$ cat src/rtl/serial_adder_seq.sv
// Bit-serial unsigned adder sequencer: streams operand bit pairs LSB-first into an
// external one-bit full adder and assembles the parallel sum and carry-out.
module serial_adder_seq #(
    parameter int WIDTH = 8
) (
    input  logic             clk,
    input  logic             rst_n,
    input  logic             start,
    input  logic [WIDTH-1:0] a,
    input  logic [WIDTH-1:0] b,
    input  logic             cin,
    output logic             busy,
    output logic             done,
    output logic [WIDTH-1:0] sum,
    output logic             cout,
    output logic             fa_a,
    output logic             fa_b,
    output logic             fa_ci,
    input  logic             fa_s,
    input  logic             fa_co
);

    localparam int CW = $clog2(WIDTH);
    localparam logic [CW-1:0] CNT_LAST = CW'(WIDTH - 1);

    typedef enum logic [1:0] {
        IDLE = 2'd0,
        RUN  = 2'd1,
        DONE = 2'd2
    } state_t;

    state_t           state_r;
    logic [WIDTH-1:0] sh_a_r;
    logic [WIDTH-1:0] sh_b_r;
    logic [WIDTH-1:0] sh_s_r;
    logic             carry_r;
    logic [CW-1:0]    cnt_r;

    // Full-adder drive is a pure function of registered state; quiet outside RUN.
    assign fa_a  = (state_r == RUN) ? sh_a_r[0] : 1'b0;
    assign fa_b  = (state_r == RUN) ? sh_b_r[0] : 1'b0;
    assign fa_ci = (state_r == RUN) ? carry_r   : 1'b0;

    // Sequencer FSM, operand/sum shift registers and registered handshake outputs.
    always_ff @(posedge clk or negedge rst_n) begin
        if (!rst_n) begin
            state_r <= IDLE;
            sh_a_r  <= {WIDTH{1'b0}};
            sh_b_r  <= {WIDTH{1'b0}};
            sh_s_r  <= {WIDTH{1'b0}};
            carry_r <= 1'b0;
            cnt_r   <= {CW{1'b0}};
            sum     <= {WIDTH{1'b0}};
            cout    <= 1'b0;
            done    <= 1'b0;
            busy    <= 1'b0;
        end else begin
            case (state_r)
                IDLE: begin
                    done <= 1'b0;
                    if (start) begin
                        sh_a_r  <= a;
                        sh_b_r  <= b;
                        carry_r <= cin;
                        cnt_r   <= {CW{1'b0}};
                        busy    <= 1'b1;
                        state_r <= RUN;
                    end else begin
                        busy    <= 1'b0;
                    end
                end
                RUN: begin
                    sh_a_r  <= {1'b0, sh_a_r[WIDTH-1:1]};
                    sh_b_r  <= {1'b0, sh_b_r[WIDTH-1:1]};
                    sh_s_r  <= {fa_s, sh_s_r[WIDTH-1:1]};
                    carry_r <= fa_co;
                    cnt_r   <= cnt_r + CW'(1);
                    if (cnt_r == CNT_LAST) begin
                        sum     <= {fa_s, sh_s_r[WIDTH-1:1]};
                        cout    <= fa_co;
                        done    <= 1'b1;
                        state_r <= DONE;
                    end else begin
                        done    <= 1'b0;
                    end
                end
                DONE: begin
                    // The edge leaving DONE is the first idle edge, so a held start
                    // reloads here and back-to-back operations run every WIDTH+1 cycles.
                    done <= 1'b0;
                    if (start) begin
                        sh_a_r  <= a;
                        sh_b_r  <= b;
                        carry_r <= cin;
                        cnt_r   <= {CW{1'b0}};
                        busy    <= 1'b1;
                        state_r <= RUN;
                    end else begin
                        busy    <= 1'b0;
                        state_r <= IDLE;
                    end
                end
                default: begin
                    busy    <= 1'b0;
                    done    <= 1'b0;
                    state_r <= IDLE;
                end
            endcase
        end
    end

endmodule

$ cat config.mk
export PLATFORM = sky130hd
export DESIGN_NAME = serial_adder_seq
export DESIGN_NICKNAME = d
export VERILOG_FILES = /design/src/rtl/serial_adder_seq.sv
export SDC_FILE = /design/constraint.sdc
export NUM_CORES = 1
export LEC_CHECK = 0
export BUFFER_PORTS_ARGS = -buffer_cell sky130_fd_sc_hd__clkbuf_2
export CELL_PAD_IN_SITES_DETAIL_PLACEMENT = 1
export CELL_PAD_IN_SITES_GLOBAL_PLACEMENT = 2
export CORE_MARGIN = 2
export CORE_UTILIZATION = 35
export DETAILED_ROUTE_END_ITERATION = 10
export PLACE_DENSITY = 0.73
export SLEW_MARGIN = 25
export SYNTH_ARGS = -nofsm -noshare
export SYNTH_HDL_FRONTEND = slang
export SYNTH_SLANG_ARGS = --single-unit
$ cat constraint.sdc
create_clock -name clk -period 4.5 [get_ports clk]
set_clock_uncertainty 0.2 [all_clocks]
set_input_delay 0.9 -clock clk [delete_from_list [all_inputs] [get_ports clk]]
set_output_delay 0.9 -clock clk [all_outputs]
set_load 0.1 [all_outputs]
# Word-level counts from Yosys, hierarchy flattened
# Index checks and enable logic that the tools add are counted.
[classes]
addsub = 1
multipliers = 0
div_mod_pow = 0
order_cmp = 0
eq_ne = 6
n_shift = 0
n_mux = 19
bitwise = 0
reduce_logical = 6
[op_table]
columns = ["operator", "count"]
rows = [
  ["8-bit one-hot mux with 2 select lines", 2],
  ["8-bit two-way mux", 2],
  ["1-bit two-way mux", 8],
  ["2-bit one-hot mux with 3 select lines", 1],
  ["3-bit one-hot mux with 2 select lines", 1],
  ["2-bit AND reduction", 3],
  ["2-bit two-way mux", 2],
  ["2-bit by 1-bit != test with 1-bit output (second input constant)", 2],
  ["1-bit one-hot mux with 2 select lines", 2],
  ["3-bit by 1-bit adder with 3-bit output (second input constant)", 1],
  ["3-bit equality test (second input constant)", 1],
  ["3-bit two-way mux", 1],
  ["2-bit by 1-bit equality test with 1-bit output (second input constant)", 1],
  ["2-bit equality test (second input constant)", 1],
  ["2-bit zero test", 1],
  ["2-bit != test (second input constant)", 1],
  ["2-bit nonzero test", 1],
  ["2-bit OR reduction", 1],
]
[word_totals]
regBits = 41
latch_bits = 0
ram_bits = 0
romBits = 0
inputBits = 22
output_inout_bits = 14
elab_cells = 42
n_memories = 0

# Logic depth before layout (Yosys ltp)
# Gate-level depths: netlist of run 1.
[depth]
ltp_word = 4
depth_mapped = 5
ltp_nobuf = 4

# Worst setup path after synthesis of run 1
# OpenSTA, ideal clock, no wires.
[synth_path]
kind = "register -> output"
start = "reg state_r[1]"
end = "out fa_a"
arrival_ns = 1.413
t_required_ns = 3.400
slack_ns = 1.987
path_stages_with_launch = 3
path_buffers = 0
path_cell_list = "dfrtp_1 and2b_1 and2_1"
[synth_via]
elab_chain_len = 2
[synth_rtl]
columns = ["element", "line_no", "rtl"]
rows = [
  ["start, declared", "32", "state_t state_r;"],
  ["start signal, assigned", "47", "state_r <= IDLE;"],
  ["start signal, assigned", "67", "state_r <= RUN;"],
  ["start signal, assigned", "82", "state_r <= DONE;"],
  ["2-bit by 1-bit equality test with 1-bit output", "40", "assign fa_a = (state_r == RUN) ? sh_a_r[0] : 1'b0;"],
  ["1-bit two-way mux", "40", ""],
  ["end, declared", "16", "output logic fa_a,"],
]
# Every way passes these cells.

# Worst setup path after layout of run 1
# Ends and elaborated chain as after synthesis.

==> results of run 1 <==
synthesized netlist by cell type (all sizes together):
library cell   n  area share, %
xnor2          1           0.45
mux2          18             12
a22o           2           0.90
a21o           2           0.77
nor2b          1           0.32
buf            9            3.6
nand3b         2            1.4
nor3b          1           0.39
nor2           1           0.19
o21bai         1           0.39
and2b          1           0.39
and2           3           0.96
ha             2            1.3
o21ai          1           0.26
mux2i         46             24
o31ai          1           0.39
nand3          1           0.26
dfrtp         40             51
nand2b         1           0.32
inv            3           0.58
flip-flops by register name, summed over array words and instances (netlist names):
name / flops
sh_a_r: 8
sh_b_r: 8
sum: 8
sh_s_r: 7
cnt_r: 3
state_r: 2
busy: 1
carry_r: 1
cout: 1
done: 1
through the flow:
step	hold WS (ps)	utilization (%)	setup slack, ps	cells	area [sq um]
after floorplan	274.9	-	1987	137	1948
after global placement	292.1	39.68	2072	237	2158
after detailed placement	272.6	39.68	2042	237	2158
after CTS	292.7	42.01	1705	245	2285
after global routing	305.1	42.01	1636	245	2285
final	287.6	42.01	1722	245	2285
layout make-up:
class | count | area [sq um]
sequential | 40 | 1001
clock buffer | 7 | 96.34
fill | 573 | 3154
multi-input combinational | 85 | 865.8
inverter | 3 | 11.26
tap | 72 | 90.09
timing repair buffer | 37 | 190.2
clock inverter | 1 | 30.03
path summary, 6_finish.rpt:
kind	startpoint	to	slack, ps	cells after the start
setup / recovery	state_r[1]$_DFFE_PN0P_	fa_a	1720	3
hold / removal	busy$_DFFE_PN0P_	busy$_DFFE_PN0P_	290	1
setup reg to reg	state_r[1]$_DFFE_PN0P_	sh_s_r[4]$_DFFE_PN0N_	2730	3
hold reg to reg	busy$_DFFE_PN0P_	busy$_DFFE_PN0P_	290	1
max in group asynchronous	rst_n	sh_b_r[0]$_DFFE_PN0P_	2970	1
min in group asynchronous	rst_n	cnt_r[2]$_DFFE_PN0P_	540	1
critical path: stages (launching register included):
cell                       delay (ps)
sky130_fd_sc_hd__dfrtp_1          390
sky130_fd_sc_hd__and2b_1          330
sky130_fd_sc_hd__and2_1           200
sky130_fd_sc_hd__clkbuf_2         460
layer usage:
layer  up-vias  part of all wire [%]  global-route usage [%]
met2        21                    50                   23.25
met1       603                    45                   16.90
met3         6                   3.7                   3.908
met5         -                     0                       0
met4         0                   1.2                   4.737
li1        557                     -                       -
cells by family (layout without fill, tap and decap cells):
family | after synthesis | after routing | synth area share [%]
XOR/XNOR | 1 | 1 | 0.4497
AO/OA/AOI/OAI | 7 | 7 | 2.697
multiplexers | 64 | 64 | 35.77
flip-flops | 40 | 40 | 51.38
adder cells (fa/ha/maj) | 2 | 2 | 1.284
buffers and inverters | 12 | 48 | 4.174
AND/OR/NAND/NOR | 11 | 11 | 4.239
==> metrics.csv, run 1 <==
stage,metric,value,unit
yosys,synth-warning-count,0,
yosys,syn-num-nets,161,
global_route,pin_count_of_the_biggest_net_entering_global_routing,41,
global_route,grt_first_pass_wirelength,6.582,mm
die,placementRows,27,
yosys,synth-seq-area-share,51.38,%
drt,route.detailed.drc,0,
cts,post_cts_setup_bufs,0,
die,die_y,78.61,um
cts,clockRootBuffer,sky130_fd_sc_hd__clkbuf_8,
global_route,number_of_global_route_vias_before_repair,1305,
die,starting_density_of_the_core,35.82,%
layout,final_nets,196,
drt,ant_nets,0,
run_status,run_status,finished clean,
yosys,synth.distinct_cells,26,
layout,mostFrequentLayoutCells,"sky130_fd_sc_hd__mux2i_1, sky130_fd_sc_hd__dfrtp_1, sky130_fd_sc_hd__clkbuf_2",
placed_design,dp_hpwl,2.567,mm
cts,register_clock_pin_slew_on_the_reported_worst_setup_and_hold_paths,80,ps
drt,drt_first_pass_iters,2,
cts,tritoncts,done,
die,placeableCoreArea,0.005439,sq mm
cts,cts_max_level,2,
die,design.portCount,36,
cts,ctsLongestPathBuffers,2,
layout,area_delta_synth_final,17.28,%
layout,mostFrequentLayoutCell,sky130_fd_sc_hd__mux2i_1,
global_route,grt_remaining_overflow,0,
layout,fraction_of_layout_cells_with_a_size_suffix_above_1,36.42,%
timing,finalHoldViolCount,0,
job,timing.max_cap.violations,0,
timing,timing.final.crit_period,2778,ps
drt,average_wire_length_per_cell_after_detail_routing,15.97,um
drt,detail_route.vias_per_cell,4.845,
min_path,worst_hold_path_type,register to register,
placed_design,finalWeightedCongestion,0.7148,
yosys,netlist_instances,137,
cts,cts_hold_repair.buffers,0,
worst_setup_path,timing.setup.critical_path_class,register to primary output,
die,die_area,0.006179,sq mm
die,dieWidth,78.61,um
drt,totalWireLength,3.912,mm
yosys,avgSynthCellArea,14.22,sq um
worst_setup_path,critPathRequiredTime,3400,ps
timing,rsz0062_at_grt,no,
timing,final_cycle_utilization_of_the_critical_path,61.73,%
worst_setup_path,critical_path.endpoint_type,primary output,
cts,cts.sink_count,40,
timing,setup_total_negative_slack,0,ps
worst_setup_path,critical_path_arrival,1680,ps
layout,antennaDiodeCount,0,
worst_setup_path,startpoint_type,register,
timing,tightestPinTransition,924.3,ps
timing,timing_max_transition_violations_final,0,
timing,maxClockFrequency,0.3600,GHz
drt,detail_route.iter0.violations,45,
timing,final_setup_violation_count,0,
global_route,groute.usage.overall,13.80,%
global_route,antenna_found_initial,0,
drt,detailroute.via_count,1187,
timing,slew_headroom,38.38,%
worst_setup_path,crit_path_max_fanout,6,
yosys,yosys_register_bits,40,
placed_design,portBuffers,35,
cts,cts_made_buffers,5,
cts,cts_repair_resize_count,0,
yosys,post_synth_instance_area,0.001948,sq mm
cts,worstSkewPairLatency,290,ps
Power of run 1 is not shown: default switching activity piles up to over one toggle a cycle in this logic, so the estimate is an artifact.
==> run 2, diff against run 1 <==
--- a/config.mk
+++ b/config.mk
@@ -9,9 +9,9 @@
 export CELL_PAD_IN_SITES_DETAIL_PLACEMENT = 1
 export CELL_PAD_IN_SITES_GLOBAL_PLACEMENT = 2
 export CORE_MARGIN = 2
-export CORE_UTILIZATION = 35
+export CORE_UTILIZATION = 34
 export DETAILED_ROUTE_END_ITERATION = 10
-export PLACE_DENSITY = 0.73
+export PLACE_DENSITY = 0.74
 export SLEW_MARGIN = 25
 export SYNTH_ARGS = -nofsm -noshare
 export SYNTH_HDL_FRONTEND = slang
==> constraint.sdc (replaced) <==
create_clock -name clk -period 2.53 [get_ports clk]
set_clock_uncertainty 0.2 [all_clocks]
set_input_delay 0.506 -clock clk [delete_from_list [all_inputs] [get_ports clk]]
set_output_delay 0.506 -clock clk [all_outputs]
set_load 0.1 [all_outputs]
==> metrics.csv, run 2 (synthesis results as in run 1) <==
stage,metric,value,unit,change
placed_design,dp_hpwl,2.712,mm,was 2.567 mm
placed_design,portBuffers,35,,unchanged
global_route,antenna_found_initial,0,,unchanged
worst_setup_path,critical_path_arrival,1420,ps,was 1680 ps
die,design.portCount,36,,unchanged
placed_design,placedCellCount,237,,unchanged
die,die_area,0.006351,sq mm,was 0.006179 sq mm
layout,reg_top3,"sh_a_r: 8 flops, sh_b_r: 8 flops, sum: 8 flops",,unchanged
global_route,grt_first_pass_wirelength,6.713,mm,was 6.582 mm
worst_setup_path,path_depth,3,,unchanged
layout,area_delta_synth_final,17.85,%,was 17.28%
drt,totalWireLength,3.883,mm,was 3.912 mm
worst_setup_path,r2r_end,sh_s_r[1]$_DFFE_PN0N_,,was sh_s_r[4]$_DFFE_PN0N_
worst_setup_path,number_of_cell_instances_on_the_worst_register_to_register_path,3,,unchanged
layout,mostFrequentLayoutCell,sky130_fd_sc_hd__mux2i_1,,unchanged
worst_setup_path,reg2reg_from,state_r[1]$_DFFE_PN0P_,,unchanged
worst_setup_path,critPathRequiredTime,1820,ps,was 3400 ps
timing,maxClockFrequency,0.4698,GHz,
die,placeableCoreArea,0.005507,sq mm,was 0.005439 sq mm
layout,final_design_area_no_fill,0.002296,sq mm,was 0.002285 sq mm
worst_setup_path,critical_path.top_delay_family,simple AND/OR/NAND/NOR gates,,unchanged
run_status,run_status,finished clean,,unchanged
timing,final_cycle_utilization_of_the_critical_path,84.14,%,
worst_setup_path,crit_path_max_fanout,6,,unchanged
layout,finalNonFillerCells,245,,unchanged
placed_design,place_area,0.002203,sq mm,was 0.002158 sq mm
worst_setup_path,startpoint_type,register,,unchanged
timing,timing.final.crit_period,2129,ps,
cts,register_clock_pin_slew_on_the_reported_worst_setup_and_hold_paths,80,ps,about the same
worst_setup_path,critPathLaunch,state_r[1]$_DFFE_PN0P_,,unchanged
worst_setup_path,crit_chain,and2b_1 -> and2_1 -> buf_12,,was and2b_1 -> and2_1 -> clkbuf_2
drt,ant_nets,0,,unchanged
worst_setup_path,timing.setup.critical_path_class,register to primary output,,unchanged
global_route,groute.usage.overall,13.84,%,was 13.80%
timing,rsz0062_at_grt,no,,unchanged
cts,ctsLongestPathBuffers,2,,unchanged
worst_setup_path,slowest_stage,sky130_fd_sc_hd__dfrtp_1,,was sky130_fd_sc_hd__clkbuf_2
cts,tritoncts,done,,unchanged
drt,route.detailed.drc,0,,unchanged
worst_setup_path,delay_of_the_slowest_cell_on_the_worst_path,390,ps,was 460 ps
die,dieWidth,79.70,um,was 78.61 um
drt,detail_route.vias_per_cell,4.865,,was 4.845
cts,cts.sink_count,40,,unchanged
job,timing.max_cap.violations,0,,unchanged
global_route,grt_remaining_overflow,0,,unchanged
drt,average_wire_length_per_cell_after_detail_routing,15.85,um,was 15.97 um
placed_design,finalWeightedCongestion,0.6523,,was 0.7148
cts,cts_max_level,2,,unchanged
layout,mostFrequentLayoutCells,"sky130_fd_sc_hd__mux2i_1, sky130_fd_sc_hd__dfrtp_1, sky130_fd_sc_hd__clkbuf_2",,unchanged
layout,fraction_of_layout_cells_with_a_size_suffix_above_1,36.42,%,unchanged
timing,tightestPinTransition,898.9,ps,was 924.3 ps
cts,cts_made_buffers,5,,unchanged
worst_setup_path,critical_path_buffer_and_inverter_count,1,,unchanged
worst_setup_path,r2r_setup_slack,770,ps,was 2730 ps
timing,finalHoldViolCount,0,,unchanged
timing,final_setup_violation_count,0,,unchanged
timing,slew_headroom,40.07,%,was 38.38%
timing,setup_total_negative_slack,0,ps,unchanged
drt,drt_first_pass_iters,4,,was 2
timing,hold-worst-slack,132.4,ps,was 287.6 ps
die,placementRows,27,,unchanged
cts,post_cts_setup_bufs,0,,unchanged
cts,clockRootBuffer,sky130_fd_sc_hd__clkbuf_8,,unchanged
drt,detail_route.iter0.violations,62,,was 45
min_path,worst_hold_path_type,input port to async pin,,was register to register
timing,timing_max_transition_violations_final,0,,unchanged
die,die_y,79.70,um,was 78.61 um
cts,cts_hold_repair.buffers,0,,unchanged
die,starting_density_of_the_core,35.38,%,was 35.82%
layout,final_nets,196,,unchanged
cts,cts_repair_resize_count,0,,unchanged
global_route,pin_count_of_the_biggest_net_entering_global_routing,41,,unchanged
worst_setup_path,critical_path.endpoint_type,primary output,,unchanged
drt,detailroute.via_count,1192,,was 1187
layout,antennaDiodeCount,0,,unchanged
worst_setup_path,critPathCapture,fa_ci,,was fa_a
global_route,number_of_global_route_vias_before_repair,1399,,was 1305
cts,worstSkewPairLatency,300,ps,was 290 ps
[run 2: layer usage]
| layer | part of all wire [%] | wire, um | global-route usage [%] |
|---|---|---|---|
| met1 | 42 | 1648 | 16.57 |
| met2 | 52 | 2004 | 23.87 |
| met3 | 4.5 | 176 | 3.846 |
| met4 | 1.4 | 54 | 4.655 |
| met5 | 0 | 0 | 0 |
[run 2: how the worst min path moves through the flow]
stage	startpoint	to	slack, ps	cells after the start
after CTS	rst_n	sh_s_r[7]$_DFFE_PN0N_	200	1
after floorplan	rst_n	busy$_DFFE_PN0P_	10	0
after global placement	busy$_DFFE_PN0P_	busy$_DFFE_PN0P_	290	1
final	rst_n	sh_a_r[2]$_DFFE_PN0P_	130	1
after global routing	rst_n	done$_DFF_PN0_	190	1
after detailed placement	busy$_DFFE_PN0P_	busy$_DFFE_PN0P_	290	1
[run 2: stage by stage]
| stage | worst slack, ps | util [%] |
|---|---|---|
| floorplan | 410.8 | - |
| global placement | 749.8 | 40.01 |
| CTS | 381.6 | 41.70 |
| global route | 347.8 | 41.70 |
| finish | 401.3 | 41.70 |
| detailed placement | 716.1 | 40.01 |
[run 2: final cells by class]
type	instances	area (sq um)
Fill cell	587	3211
Sequential cell	40	1001
Multi-Input combinational cell	85	865.8
Timing Repair Buffer	37	235.2
Tap cell	72	90.09
Clock buffer	5	68.82
Clock inverter	3	23.77
Inverter	3	11.26
Power of run 2 is left out for the same reason.
